--- config.mk ---
export PLATFORM = sky130hd
export DESIGN_NAME = spi_master_flat
export DESIGN_NICKNAME = d
export VERILOG_FILES = /design/src/rtl/spi_pkg.sv /design/src/rtl/spi_master_if.sv /design/src/rtl/spi_phase_counter.sv /design/src/rtl/spi_master.sv /design/src/flat_wrapper.sv
export SDC_FILE = /design/constraint.sdc
export NUM_CORES = 1
export LEC_CHECK = 0
export ABC_CLOCK_PERIOD_IN_PS = 1700
export CAP_MARGIN = 20
export CORE_ASPECT_RATIO = 2
export CORE_MARGIN = 2
export CORE_UTILIZATION = 25
export DETAILED_ROUTE_END_ITERATION = 10
export PLACE_DENSITY_LB_ADDON = 0.05
export SETUP_SLACK_MARGIN = 0.05
export SYNTH_ARGS = -nofsm -noshare
export SYNTH_HDL_FRONTEND = slang
export SYNTH_SLANG_ARGS = --single-unit
export TNS_END_PERCENT = 20
--- constraint.sdc ---
create_clock -name clk -period 1.7 [get_ports clk]
set_input_delay 0.425 -clock clk [delete_from_list [all_inputs] [get_ports clk]]
set_output_delay 0.425 -clock clk [all_outputs]
set_load 0.05 [all_outputs]
--- src/rtl/spi_pkg.sv ---
// Shared SPI definitions for the master and the slave receiver.
// Holds the master state encoding, the link mode constants (mode 0,
// MSB first) and a small sizing helper.
package spi_pkg;

  typedef enum logic [2:0] {
    IDLE,
    SETUP,
    LOW,
    HIGH,
    NEXT,
    HOLD
  } spi_state_e;

  // Link mode: clock idles low, data sampled on the rising edge.
  localparam bit CPOL      = 1'b0;
  localparam bit CPHA      = 1'b0;
  localparam bit MSB_FIRST = 1'b1;

  function automatic int max3(input int a, input int b, input int c);
    int m;
    m = (a > b) ? a : b;
    return (m > c) ? m : c;
  endfunction

endpackage

--- src/rtl/spi_master_if.sv ---
// Word stream between a user and the SPI master.
//   tx_data/tx_valid/tx_last : word to send, valid/ready handshake
//   tx_ready                 : master can accept a word
//   rx_data/rx_valid         : captured word, one-cycle valid pulse
// master modport: the user side that offers words.
// slave modport : the SPI master block that consumes them.
interface spi_master_if #(
  parameter int WIDTH = 8
);
  logic [WIDTH-1:0] tx_data;
  logic             tx_valid;
  logic             tx_last;
  logic             tx_ready;
  logic [WIDTH-1:0] rx_data;
  logic             rx_valid;

  modport master (
    output tx_data, tx_valid, tx_last,
    input  tx_ready, rx_data, rx_valid
  );

  modport slave (
    input  tx_data, tx_valid, tx_last,
    output tx_ready, rx_data, rx_valid
  );
endinterface

--- src/rtl/spi_phase_counter.sv ---
// Loadable down-counter used to time CS setup, clock half-periods and
// CS hold. Load with (length - 1); tc is high while the count is zero,
// which is the last cycle of the timed phase.
//   clk, rst : clock, synchronous active-high reset
//   load     : load load_val this cycle (takes priority over counting)
//   load_val : phase length minus one
//   tc       : terminal count
module spi_phase_counter #(
  parameter int W = 3
) (
  input  logic         clk,
  input  logic         rst,
  input  logic         load,
  input  logic [W-1:0] load_val,
  output logic         tc
);
  logic [W-1:0] cnt;

  always_ff @(posedge clk) begin
    if (rst)                 cnt <= '0;
    else if (load)           cnt <= load_val;
    else if (cnt != '0)      cnt <= cnt - 1'b1;
  end

  assign tc = (cnt == '0);
endmodule

--- src/rtl/spi_master.sv ---
// SPI mode-0 master. Sends one WIDTH-bit word per accepted handshake,
// MSB first, capturing miso in parallel. Words stay under one chip
// select until a word flagged last completes.
//   clk, rst : system clock, synchronous active-high reset
//   bus      : word stream (tx handshake in, rx word out)
//   spi_clk  : serial clock, idle low
//   mosi     : serial data out
//   miso     : serial data in
//   cs_n     : chip select, active low
//   busy     : high in every state but IDLE
module spi_master
  import spi_pkg::*;
#(
  parameter int WIDTH    = 8,
  parameter int CLK_DIV  = 4,
  parameter int CS_SETUP = 2,
  parameter int CS_HOLD  = 2
) (
  input  logic          clk,
  input  logic          rst,
  spi_master_if.slave   bus,
  output logic          spi_clk,
  output logic          mosi,
  input  logic          miso,
  output logic          cs_n,
  output logic          busy
);
  localparam int PMAX = max3(CLK_DIV, CS_SETUP, CS_HOLD);
  localparam int PW   = $clog2(PMAX + 1);
  localparam int BW   = $clog2(WIDTH + 1);

  localparam logic [PW-1:0] LD_DIV   = PW'(CLK_DIV - 1);
  localparam logic [PW-1:0] LD_SETUP = PW'(CS_SETUP - 1);
  localparam logic [PW-1:0] LD_HOLD  = PW'(CS_HOLD - 1);
  localparam logic [BW-1:0] LAST_BIT = BW'(WIDTH - 1);

  spi_state_e       state, state_nx;
  logic [WIDTH-1:0] sh;
  logic [BW-1:0]    bit_cnt;
  logic             last_q;
  logic             tc;
  logic             load;
  logic [PW-1:0]    load_val;
  logic             accept;
  logic             shift;
  logic             word_done;

  spi_phase_counter #(.W(PW)) u_phase (
    .clk      (clk),
    .rst      (rst),
    .load     (load),
    .load_val (load_val),
    .tc       (tc)
  );

  assign bus.tx_ready = (state == IDLE) || (state == NEXT);
  assign busy         = (state != IDLE);

  always_ff @(posedge clk) begin
    if (rst) state <= IDLE;
    else     state <= state_nx;
  end

  always_comb begin
    state_nx  = state;
    load      = 1'b0;
    load_val  = '0;
    accept    = 1'b0;
    shift     = 1'b0;
    word_done = 1'b0;
    unique case (state)
      IDLE: if (bus.tx_valid) begin
        accept   = 1'b1;
        state_nx = SETUP;
        load     = 1'b1;
        load_val = LD_SETUP;
      end
      SETUP: if (tc) begin
        state_nx = LOW;
        load     = 1'b1;
        load_val = LD_DIV;
      end
      LOW: if (tc) begin
        state_nx = HIGH;
        load     = 1'b1;
        load_val = LD_DIV;
      end
      HIGH: if (tc) begin
        shift = 1'b1;
        load  = 1'b1;
        if (bit_cnt == LAST_BIT) begin
          word_done = 1'b1;
          state_nx  = last_q ? HOLD : NEXT;
          load_val  = LD_HOLD;
        end else begin
          state_nx = LOW;
          load_val = LD_DIV;
        end
      end
      NEXT: if (bus.tx_valid) begin
        // chip select is already low, so go straight to the first half-period
        accept   = 1'b1;
        state_nx = LOW;
        load     = 1'b1;
        load_val = LD_DIV;
      end
      HOLD: if (tc) state_nx = IDLE;
      default: state_nx = IDLE;
    endcase
  end

  // Pin outputs are registered from the next state so they line up
  // exactly with the state they belong to.
  always_ff @(posedge clk) begin
    if (rst) begin
      cs_n         <= 1'b1;
      spi_clk      <= 1'b0;
      mosi         <= 1'b0;
      bus.rx_valid <= 1'b0;
      bus.rx_data  <= '0;
      sh           <= '0;
      bit_cnt      <= '0;
      last_q       <= 1'b0;
    end else begin
      cs_n         <= (state_nx == IDLE);
      spi_clk      <= (state_nx == HIGH);
      bus.rx_valid <= word_done;
      if (accept) begin
        sh      <= bus.tx_data;
        last_q  <= bus.tx_last;
        mosi    <= bus.tx_data[WIDTH-1];
        bit_cnt <= '0;
      end else if (shift) begin
        sh      <= {sh[WIDTH-2:0], miso};
        bit_cnt <= bit_cnt + 1'b1;
        // after the final bit mosi keeps the LSB instead of leaking
        // captured data onto the line
        if (!word_done) mosi <= sh[WIDTH-2];
      end
      if (word_done) bus.rx_data <= {sh[WIDTH-2:0], miso};
    end
  end
endmodule

--- src/flat_wrapper.sv ---
// flat-port wrapper written by rule: the top's interface ports become plain ports
module spi_master_flat import spi_pkg::*;
#(
  parameter int WIDTH    = 8,
  parameter int CLK_DIV  = 4,
  parameter int CS_SETUP = 2,
  parameter int CS_HOLD  = 2
)
  (clk, rst, spi_clk, mosi, miso, cs_n, busy, bus_tx_data, bus_tx_valid, bus_tx_last, bus_tx_ready, bus_rx_data, bus_rx_valid);
  spi_master_if #(.WIDTH(WIDTH)) bus_i ();
  input  logic clk;
  input  logic rst;
  output logic spi_clk;
  output logic mosi;
  input  logic miso;
  output logic cs_n;
  output logic busy;
  input wire logic [$bits(bus_i.tx_data)-1:0] bus_tx_data;
  input wire logic [$bits(bus_i.tx_valid)-1:0] bus_tx_valid;
  input wire logic [$bits(bus_i.tx_last)-1:0] bus_tx_last;
  output wire logic [$bits(bus_i.tx_ready)-1:0] bus_tx_ready;
  output wire logic [$bits(bus_i.rx_data)-1:0] bus_rx_data;
  output wire logic [$bits(bus_i.rx_valid)-1:0] bus_rx_valid;
  assign bus_i.tx_data = bus_tx_data;
  assign bus_i.tx_valid = bus_tx_valid;
  assign bus_i.tx_last = bus_tx_last;
  assign bus_tx_ready = bus_i.tx_ready;
  assign bus_rx_data = bus_i.rx_data;
  assign bus_rx_valid = bus_i.rx_valid;
  spi_master #(.WIDTH(WIDTH), .CLK_DIV(CLK_DIV), .CS_SETUP(CS_SETUP), .CS_HOLD(CS_HOLD)) u_core (.clk(clk), .rst(rst), .bus(bus_i), .spi_clk(spi_clk), .mosi(mosi), .miso(miso), .cs_n(cs_n), .busy(busy));
endmodule
==> results of run 1 <==
[final timing paths]
path | startpoint | to | slack [ps] | cells after the start
setup / recovery | u_core.state[0] | busy | 70 | 4
hold reg to reg | u_core.bit_cnt[1] | u_core.bit_cnt[1] | 480 | 2
setup reg to reg | u_core.u_phase.cnt[0] | u_core.sh[1] | 190 | 6
hold / removal | u_core.bit_cnt[1] | u_core.bit_cnt[1] | 480 | 2
[worst max-delay path, stage by stage, from the launching register on]
cell	delay (ps)
sky130_fd_sc_hd__dfxtp_2	360
sky130_fd_sc_hd__buf_4	160
sky130_fd_sc_hd__nor2_4	150
sky130_fd_sc_hd__nand2_2	100
sky130_fd_sc_hd__buf_12	150
[layer usage]
layer / vias to the layer above / part of all wire [%] / global-route usage, % / wire [um]
met2: 22 / 47 / 19.66 / 1586
li1: 604 / - / - / -
met1: 515 / 46 / 15.68 / 1543
met3: 7 / 4.5 / 2.871 / 150
met4: 0 / 2.1 / 5.612 / 70
met5: - / 0 / 0 / 0
[cell usage after synthesis]
master / n
sky130_fd_sc_hd__a21oi_1: 6
sky130_fd_sc_hd__buf_2: 2
sky130_fd_sc_hd__a21o_1: 1
sky130_fd_sc_hd__a31oi_1: 1
sky130_fd_sc_hd__nand2b_1: 3
sky130_fd_sc_hd__buf_4: 2
sky130_fd_sc_hd__clkbuf_1: 3
sky130_fd_sc_hd__a21bo_2: 1
sky130_fd_sc_hd__nor2_2: 1
sky130_fd_sc_hd__a31o_1: 1
sky130_fd_sc_hd__o21ai_0: 1
sky130_fd_sc_hd__a21boi_1: 1
sky130_fd_sc_hd__o221a_2: 1
sky130_fd_sc_hd__nand3b_1: 1
sky130_fd_sc_hd__nand2_2: 1
sky130_fd_sc_hd__nor2_4: 1
sky130_fd_sc_hd__xor2_1: 1
sky130_fd_sc_hd__o21ai_1: 1
sky130_fd_sc_hd__xnor2_1: 2
sky130_fd_sc_hd__and3b_1: 2
sky130_fd_sc_hd__nand2_1: 23
sky130_fd_sc_hd__a211o_1: 1
sky130_fd_sc_hd__nand3_1: 4
sky130_fd_sc_hd__and3_1: 1
sky130_fd_sc_hd__nand3b_4: 1
sky130_fd_sc_hd__buf_6: 1
sky130_fd_sc_hd__a211oi_1: 1
sky130_fd_sc_hd__nor2_1: 25
sky130_fd_sc_hd__o21bai_1: 1
sky130_fd_sc_hd__ha_1: 3
sky130_fd_sc_hd__nor3_1: 2
sky130_fd_sc_hd__nor2b_1: 1
sky130_fd_sc_hd__dfxtp_1: 30
sky130_fd_sc_hd__inv_1: 4
sky130_fd_sc_hd__a41oi_1: 1
sky130_fd_sc_hd__a311oi_1: 8
sky130_fd_sc_hd__mux2i_1: 10
sky130_fd_sc_hd__nand2b_2: 1
sky130_fd_sc_hd__nor3b_1: 1
sky130_fd_sc_hd__nor3_2: 1
[flip-flops by register name, summed over array words and instances (netlist names)]
register and cells:
u_core.u_phase.cnt 3, u_core.bus.rx_data 8, u_core.spi_clk 1, u_core.bus.rx_valid 1
u_core.mosi 1, u_core.bit_cnt 4, u_core.cs_n 1, u_core.last_q 1
u_core.sh 7, u_core.state 3
[per-stage QoR]
| stage | instance area [sq um] | hold WS [ps] | worst slack, ps |
|---|---|---|---|
| 2_1_floorplan | 1365 | 453.6 | 278.8 |
| 3_3_place_gp | 1725 | 465.1 | 54.38 |
| 3_5_place_dp | 1725 | 470.5 | 43.23 |
| 4_1_cts | 1869 | 481.0 | 39.95 |
| 5_1_grt | 1888 | 495.8 | 17.90 |
| 6_report | 1888 | 479.1 | 74.63 |
[cell families after synthesis]
group / share of synthesized area (%)
buffers and inverters: 4.608
and+or+nand+nor: 24.79
DFF: 44.24
muxes: 7.374
xor gates and xnor gates: 1.936
adders and majority gates: 2.765
AOI/OAI and AO/OA: 14.29
[cell type report]
cell class,count,area (sq um)
clock buffers,6,82.58
multi-input cells,111,720.7
fillers,580,3437
flip-flops and latches,30,601.8
well taps,60,75.07
clock inverters,2,60.06
inverters,4,15.01
repair buffers,37,332.8
[layout by cell type (no fill, tap or decap), drive strengths merged, types with 2 or more instances in the layout]
| cell type | count |
|---|---|
| nand3b | 2 |
| buf | 25 |
| nor3 | 3 |
| clkbuf | 6 |
| nand3 | 4 |
| clkdlybuf4s50 | 12 |
| a311oi | 8 |
| nor2 | 27 |
| o21ai | 2 |
| inv | 4 |
| nand2 | 24 |
| ha | 3 |
| nand2b | 4 |
| and3b | 2 |
| xnor2 | 2 |
| a21oi | 6 |
| mux2i | 10 |
| dfxtp | 30 |
| bufinv | 2 |
[what timing repair did]
action | in CTS | in global routing
endpoints found under the setup margin | 5 | 19
hold buffers | 0 | 0
gates cloned | 0 | 0
resized for setup | 1 | 3
pin swaps | 0 | 0
[where the power goes]
part           total (mW)  switching, mW  internal (mW)
clock network       0.909          0.284          0.625
registers           0.872         0.0776          0.795
logic               0.854          0.476          0.378
==> results.rst, run 1 <==
.. list-table::
   :header-rows: 1

   * - Metric
     - Value
   * - Run status
     - finished clean
   * - Transition time at the pin with the least slew margin
     - 269.7 ps
   * - Routability-driven placement congestion ratio
     - 0.6920
   * - Buffers from clock root to sink, at most
     - 2
   * - Number of diodes added for antenna fixing
     - 0
   * - Fraction of layout instances using a drive strength above 1
     - 23.16%
   * - Tightest slew margin relative to the limit
     - 81.98%
   * - Vias in the first global route
     - 1200
   * - Post-placement cell count
     - 242
   * - Total core area
     - 5325 sq um
   * - WP data required
     - 1270 ps
   * - Total grt overflow
     - 0
   * - Placement row count
     - 38
   * - Part of the Yosys area used for sequential elements
     - 44.24%
   * - Number of hold-slack violations in the final timing report
     - 0
   * - Number of detailed-route iterations in the first pass
     - 4
   * - Clock latency on the worst-skew pair
     - 280 ps
   * - Post-synthesis sequential element count
     - 30
   * - Antenna-violating nets left
     - 0
   * - Pin count of the biggest net entering global routing
     - 16
   * - Area overhead of the layout relative to synthesis
     - 39.08%
   * - Port Buf Inserts
     - 26
   * - Post-CTS setup buffer count
     - 0
   * - Syn nets
     - 169
   * - Drt total wl
     - 3.350 mm
   * - Post-layout power
     - between 2 and 3 mW
   * - Total global routing track utilization
     - around 12%
   * - Remaining design rule violation count
     - 0
   * - Max-cap violation count
     - 0
   * - Timing-limited maximum frequency
     - 615.2 MHz
   * - Critical setup path kind
     - register to primary output
   * - Via Count
     - around 1.1k
   * - Type of element launching the critical path
     - register
   * - Total number of clock tree sinks
     - 30
   * - Most area-consuming cells after synthesis
     - sky130_fd_sc_hd__dfxtp_1 44%, sky130_fd_sc_hd__mux2i_1 7.4%, sky130_fd_sc_hd__nor2_1 6.9%, sky130_fd_sc_hd__nand2_1 6.4%, sky130_fd_sc_hd__a311oi_1 5.2%
   * - Post-route setup TNS
     - 0 ps
   * - Final cell count without fillers
     - 250
   * - Initial detailed-routing violation count
     - 6
   * - Area of the die
     - 6071 sq um
   * - Largest clock skew in the final design
     - 6.906 ps
   * - Global-route wire length before repair
     - 5.796 mm
   * - Chip Height
     - 108.2 um
   * - Synth unique cells
     - 40
   * - TritonCTS clock tree
     - built
   * - Warning count from the yosys run
     - 0
   * - PwrDens
     - 1396 nW/um^2
   * - Synthesized area per cell
     - 8.873 sq um
   * - Peak VDD IR
     - 1.071 mV
   * - Mapped Area
     - 1358 sq um
   * - Hpwl dp
     - 2.417 mm
   * - Max Fanout on Critical Path
     - 6
   * - Hold/Removal Path Class
     - register to register
   * - Leakage power figure
     - 0.7701 nW
   * - Fraction of post-synthesis cell area in the top cell type by area
     - 44.24%
   * - Cell type with the largest total area after synthesis
     - sky130_fd_sc_hd__dfxtp_1
   * - Count of nets after finishing
     - a little over 200
   * - Synthesized netlist cell count
     - 153
   * - Arr. time, crit path
     - 1200 ps
   * - Kind of end point of the critical path
     - primary output
   * - Htree depth
     - 2
   * - Count of final max-slew check failures
     - 0
   * - CTS root buffer
     - sky130_fd_sc_hd__clkbuf_8
   * - Number of vias per cell
     - 4.592
   * - Fin crit share
     - 95.61%
   * - Average routed wire per standard cell
     - 13.40 um
   * - Final count of negative-setup-slack endpoints
     - 0
   * - Clock-pin transition on the worst setup and hold timing paths
     - ~70 ps
   * - Ports placed on the boundary
     - 27
   * - RSZ-0062 raised after global routing
     - yes
   * - Width of the chip
     - between 50 and 60 um
   * - Number of antenna violations at the first check in global routing
     - 0
   * - Effective utilization at floorplan
     - 25.49%
   * - Clock buffers created by TritonCTS
     - 5
   * - Minimum clock period
     - 1625 ps
   * - Core Util, Final
     - 35.46%
No activity file was read; power rests on OpenSTA's default activity.
==> run 2, diff against run 1 <==
Settings changed: ABC_AREA from default to 0, ABC_CLOCK_PERIOD_IN_PS 1700 to 1400.
Clock period 1.7 ns to 1.4 ns, I/O delays scaled along.
==> results.rst, run 2 (synthesis gave the netlist of run 1 again) <==
.. list-table::
   :header-rows: 1

   * - Metric
     - Value
   * - Total grt overflow
     - 0 (unchanged)
   * - Width of the chip
     - 56.11 um (unchanged)
   * - Run status
     - complete, but fails checks (was finished clean)
   * - Peak VDD IR
     - 0.8415 mV (was 1.071 mV)
   * - Area of the die
     - 6071 sq um (unchanged)
   * - Via Count
     - 1199 (was 1148)
   * - Vias in the first global route
     - 1282 (was 1200)
   * - Htree depth
     - 2 (unchanged)
   * - Effective utilization at floorplan
     - 25.49% (unchanged)
   * - PwrDens
     - 1535 nW/um^2 (was 1396 nW/um^2)
   * - Transition time at the pin with the least slew margin
     - 271.4 ps (was 269.7 ps)
   * - Final non-filler cell area
     - 2256 sq um (was 1888 sq um)
   * - Type of element launching the critical path
     - register (unchanged)
   * - Number of hold-slack violations in the final timing report
     - 0 (unchanged)
   * - Top library cells by usage in the layout, fill and taps aside
     - 26 x sky130_fd_sc_hd__buf_4, 25 x sky130_fd_sc_hd__nor2_1, 25 x sky130_fd_sc_hd__dfxtp_1 (was 29 x sky130_fd_sc_hd__dfxtp_1, 25 x sky130_fd_sc_hd__nor2_1, 23 x sky130_fd_sc_hd__buf_4)
   * - Hpwl dp
     - 2.453 mm (was 2.417 mm)
   * - Min setup slack post-route
     - -59.85 ps (was 74.63 ps)
   * - Count of final max-slew check failures
     - 0 (unchanged)
   * - Kind of end point of the critical path
     - primary output (unchanged)
   * - Max-cap violation count
     - 0 (unchanged)
   * - Fin crit share
     - 104.3%
   * - Drt total wl
     - 3.366 mm (was 3.350 mm)
   * - Tightest slew margin relative to the limit
     - 81.87% (was 81.98%)
   * - Fraction of layout instances using a drive strength above 1
     - 37.32% (was 23.16%)
   * - Clock latency on the worst-skew pair
     - 280 ps (about the same)
   * - Remaining design rule violation count
     - 0 (unchanged)
   * - Antenna-violating nets left
     - 0 (unchanged)
   * - Number of detailed-route iterations in the first pass
     - 2 (was 4)
   * - Number of cells on the worst hold path
     - 2 (unchanged)
   * - Clock-pin transition on the worst setup and hold timing paths
     - 70 ps (about the same)
   * - Minimum clock period
     - 1460 ps
   * - Total core area
     - 5325 sq um (unchanged)
   * - Arr. time, crit path
     - 1110 ps (was 1200 ps)
   * - CTS root buffer
     - sky130_fd_sc_hd__clkbuf_8 (unchanged)
   * - Initial detailed-routing violation count
     - 14 (was 6)
   * - Number of vias per cell
     - 4.457 (was 4.592)
   * - Dpl cell area
     - 1986 sq um (was 1725 sq um)
   * - Post-placement cell count
     - 253 (was 242)
   * - Pin count of the biggest net entering global routing
     - 23 (was 16)
   * - Area overhead of the layout relative to synthesis
     - 66.17% (was 39.08%)
   * - Routability-driven placement congestion ratio
     - 0.7303 (was 0.6920)
   * - Largest reg by FF count
     - u_core.bus.rx_data (unchanged)
   * - Registers with the highest flip-flop counts
     - u_core.bus.rx_data x8, u_core.sh x7, u_core.bit_cnt x4 (unchanged)
   * - Violated checks
     - setup timing
   * - Number of antenna violations at the first check in global routing
     - 0 (unchanged)
   * - Total number of clock tree sinks
     - 30 (unchanged)
   * - WP data required
     - 1050 ps (was 1270 ps)
   * - Port Buf Inserts
     - 26 (unchanged)
   * - Timing-limited maximum frequency
     - between 600 and 700 MHz
   * - Number of diodes added for antenna fixing
     - 0 (unchanged)
   * - Largest clock skew in the final design
     - 5.835 ps (was 6.906 ps)
   * - Buffers from clock root to sink, at most
     - 2 (unchanged)
   * - Fillers
     - 550 (was 580)
   * - Clock buffers created by TritonCTS
     - 5 (unchanged)
   * - TritonCTS clock tree
     - built (unchanged)
   * - Critical setup path kind
     - register to primary output (unchanged)
   * - Max FFs per register
     - 8 (unchanged)
   * - Final cell count without fillers
     - 269 (was 250)
   * - RSZ-0062 raised after global routing
     - yes (unchanged)
   * - Total global routing track utilization
     - 12.38% (was 12.34%)
   * - Logic depth of the worst register-to-register path
     - 7 (was 6)
   * - Hold Buf Count CTS
     - 0 (unchanged)
   * - Final count of negative-setup-slack endpoints
     - 10 (was 0)
   * - Max Fanout on Critical Path
     - 10 (was 6)
   * - Count of nets after finishing
     - 224 (was 205)
   * - Hold/Removal Path Class
     - register to register (unchanged)
   * - Placement row count
     - 38 (unchanged)
   * - Chip Height
     - 108.2 um (unchanged)
   * - Average routed wire per standard cell
     - 12.51 um (was 13.40 um)
   * - Most common library cell in the layout ignoring fill and taps
     - sky130_fd_sc_hd__buf_4 (was sky130_fd_sc_hd__dfxtp_1)
   * - Ports placed on the boundary
     - 27 (unchanged)
   * - Leakage power figure
     - 0.9173 nW (was 0.7701 nW)
   * - Global-route wire length before repair
     - 5.823 mm (was 5.796 mm)
==> run 2: cell types whose count changed in the layout (fill, tap and decap cells not counted), sizes merged <==
cell,delta
buf,+19
==> run 2: final timing paths <==
path                                            start                    end  slack (ps)
worst max-delay path                  u_core.state[2]                   busy         -60
worst min-delay path                     u_core.sh[1]           u_core.sh[2]         500
worst max register to register  u_core.u_phase.cnt[0]  u_core.bus.rx_data[0]         -40
worst min register to register           u_core.sh[1]           u_core.sh[2]         500
==> run 2: area by class of cell <==
| cell class | instances | area (sq um) | share of cell area (%) |
|---|---|---|---|
| Timing Repair Buffer | 56 | 649.4 | 28.79 |
| Clock inverter | 2 | 60.06 | 2.662 |
| Multi-Input combinational cell | 111 | 764.5 | 33.89 |
| Inverter | 4 | 15.01 | 0.6656 |
| Tap cell | 60 | 75.07 | 3.328 |
| Sequential cell | 30 | 609.3 | 27.01 |
| Clock buffer | 6 | 82.58 | 3.661 |
==> run 2: through the flow <==
stage / setup slack (ps) / hold WS [ps] / power [mW] / utilization, % / TNS, ps
global route: -153.1 / 523.3 / 3.660 / 42.36 / -2218
global placement: -135.3 / 490.8 / 2.274 / 37.29 / -2112
finish: -59.85 / 500.6 / 3.464 / 42.36 / -312.0
floorplan: 42.30 / 453.6 / 1.773 / - / 0
detailed placement: -132.9 / 489.1 / 2.270 / 37.29 / -2130
CTS: -69.26 / 503.3 / 3.461 / 41.61 / -727.3
==> run 2: worst max-delay path, cell delays in order (launching register included) <==
cell,delay [ps]
sky130_fd_sc_hd__dfxtp_1,310
sky130_fd_sc_hd__buf_4,160
sky130_fd_sc_hd__inv_1,110
sky130_fd_sc_hd__nand2_2,90
sky130_fd_sc_hd__buf_12,150
==> run 2: repair_timing <==
action / 4_1_cts / 5_1_grt
pin swaps: 6 / 13
setup endpoints to repair: 22 / 31
buffers inserted: 6 / 2
hold endpoints to repair: 0 / 0
resized for setup: 13 / 8
==> run 2: layer usage <==
| layer | wire length [um] | global-route usage (%) | vias to the layer above |
|---|---|---|---|
| met5 | 0 | 0 | - |
| met4 | 61 | 6.122 | 0 |
| met3 | 109 | 3.110 | 4 |
| met2 | 1694 | 20.67 | 18 |
| met1 | 1500 | 14.55 | 541 |
| li1 | - | - | 636 |
==> run 2: where the power goes <==
group	switching, mW	total (mW)	internal [mW]
Clock	0.337	1.10	0.759
Combinational	0.654	1.32	0.665
Sequential	0.0774	1.05	0.970
Total	1.07	3.46	2.39
